===== src/rtl/seg7_scan_driver.sv =====
// Time-multiplexed N-digit common-anode 7-segment driver: shadow capture, hex decode,
// per-digit dp/blank, leading-zero suppression, dwell/gap scan FSM, registered pins.
module seg7_scan_driver #(
  parameter int NUM_DIGITS = 8,
  parameter int SCAN_DIV   = 100000,
  parameter int GAP_CYCLES = 2,
  parameter int AN_ACT_LOW = 1
) (
  input  logic                          clk,
  input  logic                          rst,
  input  logic                          load,
  input  logic [4*NUM_DIGITS-1:0]       data_in,
  input  logic [NUM_DIGITS-1:0]         dp_in,
  input  logic [NUM_DIGITS-1:0]         blank_in,
  input  logic                          lz_en,
  output logic [7:0]                    seg,
  output logic [NUM_DIGITS-1:0]         an,
  output logic [$clog2(NUM_DIGITS)-1:0] digit_idx
);

  localparam int IW      = $clog2(NUM_DIGITS);
  localparam int CNT_MAX = (SCAN_DIV > GAP_CYCLES) ? SCAN_DIV : GAP_CYCLES;
  localparam int CW      = $clog2(CNT_MAX);
  localparam logic [NUM_DIGITS-1:0] AN_OFF = (AN_ACT_LOW != 0) ? {NUM_DIGITS{1'b1}} : '0;

  typedef enum logic {
    DRIVE = 1'b0,
    GAP   = 1'b1
  } state_t;

  state_t                  state, state_n;
  logic [CW-1:0]           cnt, cnt_n;
  logic [IW-1:0]           idx, idx_n;
  logic [4*NUM_DIGITS-1:0] data_sh;
  logic [NUM_DIGITS-1:0]   dp_sh, blank_sh;
  logic [NUM_DIGITS-1:0]   lz_sup;
  logic                    nz_seen;
  logic [3:0]              nib;
  logic [NUM_DIGITS-1:0]   onehot;
  logic [7:0]              seg_n;
  logic [NUM_DIGITS-1:0]   an_n;

  function automatic logic [6:0] hex_decode(input logic [3:0] h);
    case (h)
      4'h0: hex_decode = 7'h40;
      4'h1: hex_decode = 7'h79;
      4'h2: hex_decode = 7'h24;
      4'h3: hex_decode = 7'h30;
      4'h4: hex_decode = 7'h19;
      4'h5: hex_decode = 7'h12;
      4'h6: hex_decode = 7'h02;
      4'h7: hex_decode = 7'h78;
      4'h8: hex_decode = 7'h00;
      4'h9: hex_decode = 7'h10;
      4'hA: hex_decode = 7'h08;
      4'hB: hex_decode = 7'h03;
      4'hC: hex_decode = 7'h46;
      4'hD: hex_decode = 7'h21;
      4'hE: hex_decode = 7'h06;
      default: hex_decode = 7'h0E;
    endcase
  endfunction

  // A digit is a leading zero only while nothing above it (nibble or dp) is significant.
  always_comb begin
    lz_sup  = '0;
    nz_seen = 1'b0;
    for (int k = NUM_DIGITS - 1; k >= 1; k--) begin
      nz_seen   = nz_seen | (data_sh[4*k +: 4] != 4'h0) | dp_sh[k];
      lz_sup[k] = ~nz_seen;
    end
  end

  always_comb begin
    state_n = state;
    cnt_n   = cnt + CW'(1);
    idx_n   = idx;
    case (state)
      DRIVE: begin
        if (cnt == CW'(SCAN_DIV - 1)) begin
          cnt_n   = '0;
          state_n = GAP;
        end
      end
      GAP: begin
        if (cnt == CW'(GAP_CYCLES - 1)) begin
          cnt_n   = '0;
          state_n = DRIVE;
          idx_n   = (idx == IW'(NUM_DIGITS - 1)) ? '0 : idx + IW'(1);
        end
      end
      default: begin
        cnt_n   = '0;
        state_n = DRIVE;
      end
    endcase
  end

  always_comb begin
    nib    = data_sh[4*idx +: 4];
    onehot = NUM_DIGITS'(1) << idx;
    seg_n  = 8'hFF;
    an_n   = AN_OFF;
    if (state == DRIVE) begin
      an_n = (AN_ACT_LOW != 0) ? ~onehot : onehot;
      // Dark digits keep their anode slot so the scan timing never shifts.
      if (!(blank_sh[idx] || (lz_en && lz_sup[idx])))
        seg_n = {~dp_sh[idx], hex_decode(nib)};
    end
  end

  always_ff @(posedge clk) begin
    if (rst) begin
      state     <= DRIVE;
      cnt       <= '0;
      idx       <= '0;
      data_sh   <= '0;
      dp_sh     <= '0;
      blank_sh  <= '0;
      seg       <= 8'hFF;
      an        <= AN_OFF;
      digit_idx <= '0;
    end else begin
      state     <= state_n;
      cnt       <= cnt_n;
      idx       <= idx_n;
      seg       <= seg_n;
      an        <= an_n;
      digit_idx <= idx;
      if (load) begin
        data_sh  <= data_in;
        dp_sh    <= dp_in;
        blank_sh <= blank_in;
      end
    end
  end

endmodule


===== config.mk =====
export PLATFORM = sky130hd
export DESIGN_NAME = seg7_scan_driver
export DESIGN_NICKNAME = d
export VERILOG_FILES = /design/src/rtl/seg7_scan_driver.sv
export SDC_FILE = /design/constraint.sdc
export NUM_CORES = 1
export LEC_CHECK = 0
export CORE_AREA = 10 10 115 86
export DETAILED_ROUTE_END_ITERATION = 7
export DIE_AREA = 0 0 125 96
export PLACE_DENSITY = 0.81
export SLEW_MARGIN = 20
export SYNTH_ARGS = -nofsm -noshare
export SYNTH_HDL_FRONTEND = slang
export SYNTH_SLANG_ARGS = --single-unit

===== constraint.sdc =====
create_clock -name clk -period 2.8 [get_ports clk]
set_clock_uncertainty 0.2 [all_clocks]
set_input_delay 0.42 -clock clk [delete_from_list [all_inputs] [get_ports clk]]
set_output_delay 0.42 -clock clk [all_outputs]
set_load 0.05 [all_outputs]

==> impl_metrics.py <==
metrics = {
    "worst_setup_path": {
        "rrSetupSlack_ps": 340,
        "crit_path_max_incr_delay_ps": 540,
        "end_kind": "register",
        "critPathSlowestCell": "mux4_2",
        "worstSetupStartpointType": "register",
        "worstPathCellList": "buf_4, mux4_2, mux2_2, inv_1, ha_1, a211o_1, o211ai_1",
        "cp.required_ps": 2880,
        "cp_max_fo": 11,
        "worst_ep_arrival_time_ps": 2540,
        "critical_path_class": "register to register",
    },
    "sta": {
        "rsz0062_at_grt": "false",
        "relSlewSlack_pct": 58.24,
        "setup_tns_ps": 0,
        "slew_viol_final": 0,
        "tightest_slew_ps": 620.7,
        "min_period_ps": 2462,
        "finalSetupViolations": 0,
        "fin_hold_ws_ps": 141.3,
        "timing.final.hold_violations": 0,
        "clock.fmax_mhz": 406.2,
        "fin_crit_sh_pct": 87.92,
    },
    "synth": {
        "synth_edf_count": 0,
        "synthSimpleGateAreaFrac_pct": 17.71,
        "synthArstFlopShare_pct": 0,
        "synthTopCellsByArea": "dfxtp_1 45%, mux2i_1 14%, nor2_1 7.3%, mux4_2 6.9%, ha_1 4.5%",
        "synth.top_cell.area_share_pct": 45.08,
        "yosysWarnings": 0,
        "synth_commonest_cells": "88 x dfxtp_1, 76 x nor2_1, 54 x mux2i_1, 26 x nand2_1, 14 x ha_1",
        "ys_ff_latch": 88,
        "synthMuxAreaShare_pct": 21.33,
        "synth-xor-area-share_pct": 3.362,
        "ys_types": 46,
        "ys.flop_type": "dfxtp_1",
        "synth_top_family_by_area": "multiplexers",
        "yosysMostFrequentCell": "dfxtp_1",
        "syn-num-nets": 449,
        "syn_area_per_cell_um2": 10.20,
        "synth_fa_ha_area_share_pct": 4.483,
        "synth_cells": 383,
        "yosysSeqAreaShare_pct": 45.08,
        "syn_area_mm2": 0.003907,
        "synth_compound_area_share_pct": 4.355,
        "synth_top_area_cell": "dfxtp_1",
    },
    "floorplanning": {
        "die_w_um": 125,
        "die_y_um": 96,
        "initial_utilization_pct": 50.73,
        "dieArea_mm2": 0.01200,
        "io_pins": 71,
        "core_mm2": 0.007702,
        "placementRows": 27,
    },
    "placement": {
        "port_buffers": 70,
        "finalWeightedCongestion": 0.8203,
        "dp_hpwl_um": 6866,
    },
    "power": {
        "p_per_area_mw_per_mm2": 564.4,
        "vdd_drop_max_v": 0.0002906,
        "p_leak_nw": 2.055,
        "power_mw": 2.777,
    },
    "cts": {
        "clock_latency_ps": 350,
        "postCtsSetupBuffers": 0,
        "clk_pin_slew_worst_paths_ps": 80,
        "ctsResizeCount": 0,
        "cts_root_buf": "clkbuf_8",
        "cts_tree": "yes",
        "cts.sinks": 88,
        "cts_made_buffers": 9,
        "clock_path_buffers": 2,
        "holdBufCountCts": 0,
        "cts_max_level": 3,
    },
    "routing": {
        "vias": 2969,
        "post-route-drc-count": 0,
        "routed_wl_um": 9353,
        "ant_nets": 0,
        "viasPerCell": 5.359,
        "drt_pass1_iterations": 4,
        "routedWlPerCell_um": 16.88,
        "first_iter_violations": 265,
    },
    "cells_and_area": {
        "nets": 517,
        "syn_to_final_growth_pct": 25.90,
        "drive_gt1_share_pct": 9.051,
        "antenna_cells": 0,
    },
    "global_route": {
        "grt_pass1_wl_um": 15370,
        "antenna_found_initial": 0,
        "gr-total-overflow": 0,
        "grt_util_all_layers_pct": 15.52,
        "grt_max_degree": 58,
        "grt_pass1_vias": 3090,
    },
    "flow_run": {
        "max_cap_violations": 0,
    },
    "status": {
        "run_status": "finished clean",
    },
    "min_path": {
        "hp-class": "primary input to register",
    },
}
[metal layers]
metal	wire length, um	vias to the layer above	share of wire, %	global-route usage, %
li1	-	1477	-	-
met4	84	0	0.90	3.728
met2	4155	101	44	24.26
met3	647	11	6.9	5.601
met1	4466	1380	48	20.18
met5	0	-	0	0
[critical path: cells and delay by family, from the launching register on]
kind / cells / cell delay (ps)
multiplexers: 2 / 880
AO/OA/AOI/OAI: 2 / 340
adder cells (fa/ha/maj): 1 / 270
flip-flops: 1 / 330
buffers and inverters: 2 / 360
[where the power goes]
group | switching, mW | internal (mW)
registers | 0.0410 | 1.31
logic | 0.166 | 0.171
clock network | 0.423 | 0.668
total | 0.630 | 2.15
[final timing paths]
check	cells after the start	startpoint	end
worst max-delay path	7	idx[0]	seg[3]
worst min register to register	1	cnt[0]	cnt[0]
worst max register to register	7	idx[0]	seg[3]
worst min-delay path	3	rst	an[3]
[through the flow]
step | std cells | worst slack, ps | cell area, um^2 | util (%)
5_1_grt | 554 | 197.9 | 4920 | 63.87
2_1_floorplan | 383 | 421.0 | 3908 | -
6_report | 554 | 338.3 | 4920 | 63.87
3_5_place_dp | 541 | 326.7 | 4676 | 60.71
3_3_place_gp | 541 | 362.3 | 4676 | 60.71
4_1_cts | 554 | 344.1 | 4920 | 63.87
[cell usage in the layout, fill, tap and decap left out, drive strengths merged, types with 4 or more instances in the layout]
cell type       n
a21oi           4
and4            4
buf             9
bufinv          4
clkbuf          9
clkdlybuf4s50  68
dfxtp          88
ha             14
inv             8
mux2i          54
mux4           12
nand2          26
nand3          11
nand4           4
nor2           76
nor3            6
nor4            4
or4             6
xnor2           5
xor2           10
[flip-flops by register name, summed over array words and instances, names as in the netlist]
signal	count
an	8
blank_sh	8
cnt	17
data_sh	32
digit_idx	3
dp_sh	8
idx	3
seg	8
state	1
[final cells by class]
class | instances | area [um^2]
multi-input combinational | 267 | 2002
sequential | 88 | 1762
inverter | 8 | 30.03
clock buffer | 9 | 123.9
timing repair buffer | 77 | 755.7
fill | 616 | 2783
tap | 101 | 126.4
clock inverter | 4 | 120.1
[kinds of logic (layout without fill, tap and decap cells)]
group	count (synthesis)	after routing
AOI/OAI and AO/OA	23	23
xor gates and xnor gates	15	15
adders and majority gates	14	14
buffers and inverters	28	98
DFF	88	88
muxes	68	68
and+or+nand+nor	147	147
Note: power is estimated with default switching activity, not from simulation.
